[src/rtl/lod_pkg.sv]
// Shared types and widths for the leading-one normalizer.
package lod_pkg;

    localparam int LOD_W  = 8;
    localparam int POS_W  = 3;
    localparam int LD_O_W = 4;

    typedef struct packed {
        logic [LOD_W-1:0] norm;
        logic [POS_W-1:0] shift;
        logic [POS_W-1:0] exp;
        logic             zero;
    } lod_res_t;

endpackage

[src/rtl/leading_one.sv]
// 8-bit leading-one detector: ld_o[3] flags a nonzero word, ld_o[2:0] is the
// index of the most significant set bit (0 when the word is zero).
module leading_one
    import lod_pkg::*;
(
    input  logic [LOD_W-1:0]  check_bits,
    output logic [LD_O_W-1:0] ld_o
);

    logic [POS_W-1:0] pos;

    // Scan upward so the highest set bit is the last one to win.
    always_comb begin
        pos = '0;
        for (int i = 0; i < LOD_W; i++) begin
            if (check_bits[i]) begin
                pos = POS_W'(i);
            end
        end
    end

    assign ld_o = {|check_bits, pos};

endmodule

[src/rtl/lod_normalizer.sv]
// Two-stage normalizer: S1 captures the word and its leading-one position,
// S2 shifts the leading one up to the MSB and holds the result for the consumer.
module lod_normalizer #(
    parameter int W     = 8,
    parameter int CNT_W = 16
) (
    input  logic             clk,
    input  logic             rst_n,
    input  logic             in_valid,
    output logic             in_ready,
    input  logic [W-1:0]     in_data,
    output logic             out_valid,
    input  logic             out_ready,
    output logic [W-1:0]     out_norm,
    output logic [2:0]       out_shift,
    output logic [2:0]       out_exp,
    output logic             out_zero,
    input  logic             zcnt_clr,
    output logic [CNT_W-1:0] zcnt
);

    import lod_pkg::*;

    logic [LD_O_W-1:0] ld_o;

    logic              s1_v_q, s1_v_d;
    logic [LOD_W-1:0]  data_q, data_d;
    logic [POS_W-1:0]  pos_q,  pos_d;
    logic              zero_q, zero_d;

    logic              s2_v_q, s2_v_d;
    lod_res_t          res_q,  res_d;
    lod_res_t          res_c;
    logic [POS_W-1:0]  shift_c;

    logic [CNT_W-1:0]  zcnt_q, zcnt_d;

    logic              s1_adv, s2_adv;

    leading_one u_leading_one (
        .check_bits (in_data),
        .ld_o       (ld_o)
    );

    // Pipeline advance: a stage moves when it is empty or its successor moves.
    always_comb begin
        s2_adv = !s2_v_q || out_ready;
        s1_adv = !s1_v_q || s2_adv;
    end

    assign in_ready = s1_adv;

    // S1 next state: capture the word and detector result on an accepted handshake.
    always_comb begin
        s1_v_d = s1_v_q;
        data_d = data_q;
        pos_d  = pos_q;
        zero_d = zero_q;
        if (s1_adv) begin
            s1_v_d = in_valid;
            if (in_valid) begin
                data_d = in_data;
                pos_d  = ld_o[POS_W-1:0];
                zero_d = !ld_o[LD_O_W-1];
            end
        end
    end

    // Normalize S1's word; a zero word forces every field to 0 except the flag.
    always_comb begin
        shift_c    = {POS_W{1'b1}} - pos_q;
        res_c      = '0;
        res_c.zero = zero_q;
        if (!zero_q) begin
            res_c.norm  = data_q << shift_c;
            res_c.shift = shift_c;
            res_c.exp   = pos_q;
        end
    end

    // S2 next state: results only change when a valid word moves in, so the
    // outputs keep the last delivered value while the pipe drains.
    always_comb begin
        s2_v_d = s2_v_q;
        res_d  = res_q;
        if (s2_adv) begin
            s2_v_d = s1_v_q;
            if (s1_v_q) begin
                res_d = res_c;
            end
        end
    end

    // Saturating zero-word counter; clear overrides a same-cycle increment.
    always_comb begin
        zcnt_d = zcnt_q;
        if (zcnt_clr) begin
            zcnt_d = '0;
        end else if (s2_v_q && out_ready && res_q.zero && (zcnt_q != {CNT_W{1'b1}})) begin
            zcnt_d = zcnt_q + CNT_W'(1);
        end
    end

    // State registers with synchronous active-low reset.
    always_ff @(posedge clk) begin
        if (!rst_n) begin
            s1_v_q <= 1'b0;
            data_q <= '0;
            pos_q  <= '0;
            zero_q <= 1'b0;
            s2_v_q <= 1'b0;
            res_q  <= '0;
            zcnt_q <= '0;
        end else begin
            s1_v_q <= s1_v_d;
            data_q <= data_d;
            pos_q  <= pos_d;
            zero_q <= zero_d;
            s2_v_q <= s2_v_d;
            res_q  <= res_d;
            zcnt_q <= zcnt_d;
        end
    end

    assign out_valid = s2_v_q;
    assign out_norm  = res_q.norm;
    assign out_shift = res_q.shift;
    assign out_exp   = res_q.exp;
    assign out_zero  = res_q.zero;
    assign zcnt      = zcnt_q;

endmodule

[config.mk]
export PLATFORM = sky130hd
export DESIGN_NAME = lod_normalizer
export DESIGN_NICKNAME = d
export VERILOG_FILES = /design/src/rtl/lod_pkg.sv /design/src/rtl/leading_one.sv /design/src/rtl/lod_normalizer.sv
export SDC_FILE = /design/constraint.sdc
export NUM_CORES = 1
export LEC_CHECK = 0
export ABC_AREA = 1
export BUFFER_PORTS_ARGS = -buffer_cell sky130_fd_sc_hd__buf_4
export CAP_MARGIN = 0
export CORE_MARGIN = 2
export CORE_UTILIZATION = 61
export CTS_BUF_LIST = sky130_fd_sc_hd__clkbuf_2
export CTS_CLUSTER_DIAMETER = 120
export DETAILED_ROUTE_END_ITERATION = 6
export GPL_TIMING_DRIVEN = 0
export PLACE_DENSITY = 0.88
export SLEW_MARGIN = 10
export SYNTH_ARGS = -nofsm -noshare
export SYNTH_HDL_FRONTEND = slang
export SYNTH_SLANG_ARGS = --single-unit
[constraint.sdc]
create_clock -name clk -period 3.2 [get_ports clk]
set_input_delay 0.48 -clock clk [delete_from_list [all_inputs] [get_ports clk]]
set_output_delay 0.48 -clock clk [all_outputs]
set_load 0.005 [all_outputs]
==> out/metrics.json <==
{
  "run_status": "finished clean",
  "adder_cell_share_of_the_synthesized_area_pct": 0.559,
  "grt_util_all_layers_pct": 27.4,
  "initial_core_util_pct": 62.1,
  "reg2reg_from": "zcnt[0]",
  "timing.critical_path.mode_cell": "sky130_fd_sc_hd__nor2_2",
  "routability_congestion_estimate": 0.893,
  "worst_slew_pin_slew_ns": 0.491,
  "clock_latency_on_the_worst_skew_pair_ns": 0.44,
  "cp_data_arrival_time_ns": 2.06,
  "yosys_register_bits": 45,
  "critical_path.cell_chain": "ha_1, inv_1, nor2_2, nand2_2, nor2_1, nor2_2, buf_4, nand2_1, a21oi_2",
  "finalCritPeriodShare_pct": 54.0,
  "clockRootBuffer": "sky130_fd_sc_hd__clkbuf_2",
  "dp_hpwl_um": 4000,
  "antenna_cells": 0,
  "drt_wl_total_um": 5250,
  "layout.area.seq_um2": 901,
  "io_buffers": 45,
  "cpLargestDelayFamily": "simple AND/OR/NAND/NOR gates",
  "syn_inst": 322,
  "worst_path_max_delay_cell": "sky130_fd_sc_hd__dfxtp_1",
  "synth_warnings": 0,
  "drc_errors": 0,
  "routed-wl-met3_um": 271,
  "setup.worst_path.class": "register to register",
  "multi_input_comb_area_um2": 1170,
  "first_global_vias": 2091,
  "placeableCoreArea_um2": 3610,
  "yosysUniqueCellTypes": 28,
  "setup_failing_eps_final": 0,
  "ir_worst_vdd_v": 0.000279,
  "holdBufCountCts": 0,
  "row_count": 22,
  "dominant_combinational_cell_family_by_area_after_synthesis": "simple AND/OR/NAND/NOR gates",
  "timing.critical_path.from_type": "register",
  "fin_tns_setup_ns": 0,
  "ant_nets": 0,
  "cp-startpoint": "zcnt[0]",
  "number_of_antenna_violations_at_the_first_check_in_global_routing": 0,
  "hold_path.startpoint": "zcnt_clr",
  "detailedRoute.firstPassIterationCount": 4,
  "count_of_vias_placed_by_the_detailed_router": 2308,
  "synth_compound_gate_area_share_pct": 17.7,
  "max_freq_ghz": 0.579,
  "n_fill_cell": 328,
  "postSynthNetCount": 336,
  "max_transition_viols_final": 0,
  "power_leakage_nw": 1.12,
  "min-delay-path-class": "input pin to register",
  "cts.sink_count": 45,
  "synth_simple_gate_area_share_pct": 31.7,
  "net_count_of_the_finished_layout": 388,
  "worst_clock_skew_ns": 0.0271,
  "synth.area.mux_share_pct": 0,
  "die_outline_area_um2": 4170,
  "tritoncts.num_buffers": 5,
  "post-cts-setup-buffers": 0,
  "number_of_buffers_between_clock_root_and_the_deepest_sink": 2,
  "layout-area-overhead-vs-synth_pct": 19.6,
  "final_util_pct": 74.2,
  "crit_path_max_fanout": 10,
  "maxCapViolCount": 0,
  "cp_num_buf_inv": 2,
  "ctsResizeCount": 0,
  "cell_area_after_synthesis_um2": 2240,
  "critical_path_required_ns": 3.53,
  "drt-wirelength-per-cell_um": 12.4,
  "synth_xor_xnor_area_share_pct": 2.35,
  "tritoncts": "done",
  "routed.top_layer": "met4",
  "grt_start_max_net_pins": 14,
  "max-slew-margin-rel_pct": 67.3,
  "wl_met2_um": 2600,
  "drt_iter0_markers": 144,
  "critical_path.max_stage_delay_ns": 0.46,
  "die_width_um": 64.6,
  "synth_seq_area_share_pct": 40.2,
  "num_io_pins": 46,
  "hold_viol": 0,
  "cts-htree-levels": 2,
  "finalWorstPathRequiredPeriod_ns": 1.73,
  "timing.critical_path.to_type": "register",
  "power_density_nw_per_um2": 356,
  "die_height_um": 64.6,
  "global_route_wire_length_before_repair_um": 8860,
  "post_synth.cell_area_avg_um2": 6.95,
  "m1WireLength_um": 2250,
  "grt_setup_unrepaired": "false",
  "congestion_overflow_gr": 0,
  "clk_transition_reported_paths_ns": 0.24,
  "routed_via_density": 5.46,
  "final_layout_size_suffix_gt1_share_pct": 21.6
}
[metrics by stage]
stage	hold WS, ns	setup WS (ns)	power (mW)	cells	instance area [µm²]
after global placement	0.457	1.52	0.724	415	2640
after detailed placement	0.459	1.50	0.726	415	2640
after floorplan	0.440	1.72	0.676	322	2240
final	0.287	1.47	0.953	423	2680
after CTS	0.278	1.47	0.960	423	2680
after global routing	0.273	1.29	1.00	423	2680
[path summary, 6_finish.rpt]
kind	end	slack, ns	cells past startpoint
worst max register to register	zcnt[6]	1.47	9
worst min-delay path	zcnt[12]	0.29	4
worst max-delay path	zcnt[6]	1.47	9
worst min register to register	out_norm[2]	0.48	2
[cells in the mapped netlist]
library cell / number / share of area [%]
sky130_fd_sc_hd__buf_4: 1 / 0.34
sky130_fd_sc_hd__nor2_4: 2 / 1.0
sky130_fd_sc_hd__buf_6: 1 / 0.50
sky130_fd_sc_hd__nor2_1: 32 / 5.4
sky130_fd_sc_hd__nand2_2: 4 / 1.1
sky130_fd_sc_hd__xor2_1: 3 / 1.2
sky130_fd_sc_hd__a21oi_2: 10 / 3.9
sky130_fd_sc_hd__a22oi_1: 3 / 1.0
sky130_fd_sc_hd__nor3_1: 2 / 0.45
sky130_fd_sc_hd__a211oi_1: 1 / 0.34
sky130_fd_sc_hd__a31oi_1: 4 / 1.1
sky130_fd_sc_hd__inv_1: 30 / 5.0
sky130_fd_sc_hd__ha_1: 1 / 0.56
sky130_fd_sc_hd__dfxtp_1: 45 / 40
sky130_fd_sc_hd__clkbuf_1: 4 / 0.67
sky130_fd_sc_hd__o21ai_1: 1 / 0.22
sky130_fd_sc_hd__o21ai_4: 1 / 0.73
sky130_fd_sc_hd__o211ai_1: 3 / 1.0
sky130_fd_sc_hd__nand4_1: 6 / 1.7
sky130_fd_sc_hd__nand2_1: 92 / 15
sky130_fd_sc_hd__nand3b_1: 1 / 0.34
sky130_fd_sc_hd__buf_2: 4 / 0.89
sky130_fd_sc_hd__nand3_1: 21 / 4.7
sky130_fd_sc_hd__nand2_4: 1 / 0.50
sky130_fd_sc_hd__a21oi_1: 23 / 5.1
sky130_fd_sc_hd__o21ai_0: 19 / 4.2
sky130_fd_sc_hd__xnor2_1: 3 / 1.2
sky130_fd_sc_hd__nor2_2: 4 / 1.1
[cells by family after synthesis]
family | Yosys count
AO/OA/AOI/OAI | 65
XOR/XNOR | 6
adder cells (fa/ha/maj) | 1
buffers and inverters | 40
flip-flops | 45
AND/OR/NAND/NOR | 165
[routing by layer]
metal	GRT usage [%]	vias to the layer above
met5	0	-
met4	11.7	0
met3	6.08	13
met2	51.0	73
met1	29.6	1067
li1	-	1155
[tightest hold or removal path, delay by kind of cell]
kind                   cells  cell delay [ns]
and+or+nand+nor            3             0.17
buffers and inverters      1             0.08
[area by class of cell]
type                            instances  share of cell area, %
Sequential cell                        45                   33.7
Clock inverter                          2                  0.374
Buffer                                 10                   2.01
Multi-Input combinational cell        237                   43.8
Tap cell                               48                   2.24
Clock buffer                            6                   1.12
Timing Repair Buffer                   45                   12.6
Inverter                               30                   4.21
[power by group]
| part | switching [mW] | internal [mW] | leakage, nW |
|---|---|---|---|
| Clock | 0.182 | 0.0548 | 0.0327 |
| Sequential | 0.0118 | 0.581 | 0.367 |
| Combinational | 0.0751 | 0.0485 | 0.723 |
[registers in the layout (all words and copies together), names as in the netlist, 3 cells and up]
register	cells
out_shift	3
out_norm	8
pos_q	3
zcnt	16
out_exp	3
data_q	8
[layout by cell type (no fill, tap or decap)]
master and n:
sky130_fd_sc_hd__nand2_1 92, sky130_fd_sc_hd__ha_1 1, sky130_fd_sc_hd__nor3_1 2, sky130_fd_sc_hd__o21ai_0 19, sky130_fd_sc_hd__a21oi_2 10, sky130_fd_sc_hd__inv_1 30, sky130_fd_sc_hd__xnor2_1 3, sky130_fd_sc_hd__buf_4 46
sky130_fd_sc_hd__nor2_1 32, sky130_fd_sc_hd__clkbuf_1 4, sky130_fd_sc_hd__nand2_2 4, sky130_fd_sc_hd__nand4_1 6, sky130_fd_sc_hd__a22oi_1 3, sky130_fd_sc_hd__a211oi_1 1, sky130_fd_sc_hd__nand2_4 1, sky130_fd_sc_hd__buf_2 4
sky130_fd_sc_hd__a21oi_1 23, sky130_fd_sc_hd__clkbuf_2 6, sky130_fd_sc_hd__dfxtp_1 45, sky130_fd_sc_hd__o211ai_1 3, sky130_fd_sc_hd__a31oi_1 4, sky130_fd_sc_hd__xor2_1 3, sky130_fd_sc_hd__nor2_2 4, sky130_fd_sc_hd__o21ai_4 1
sky130_fd_sc_hd__clkinv_2 2, sky130_fd_sc_hd__nand3_1 21, sky130_fd_sc_hd__nand3b_1 1, sky130_fd_sc_hd__nor2_4 2, sky130_fd_sc_hd__o21ai_1 1, sky130_fd_sc_hd__buf_6 1
Note: power is estimated with default switching activity, not from simulation.
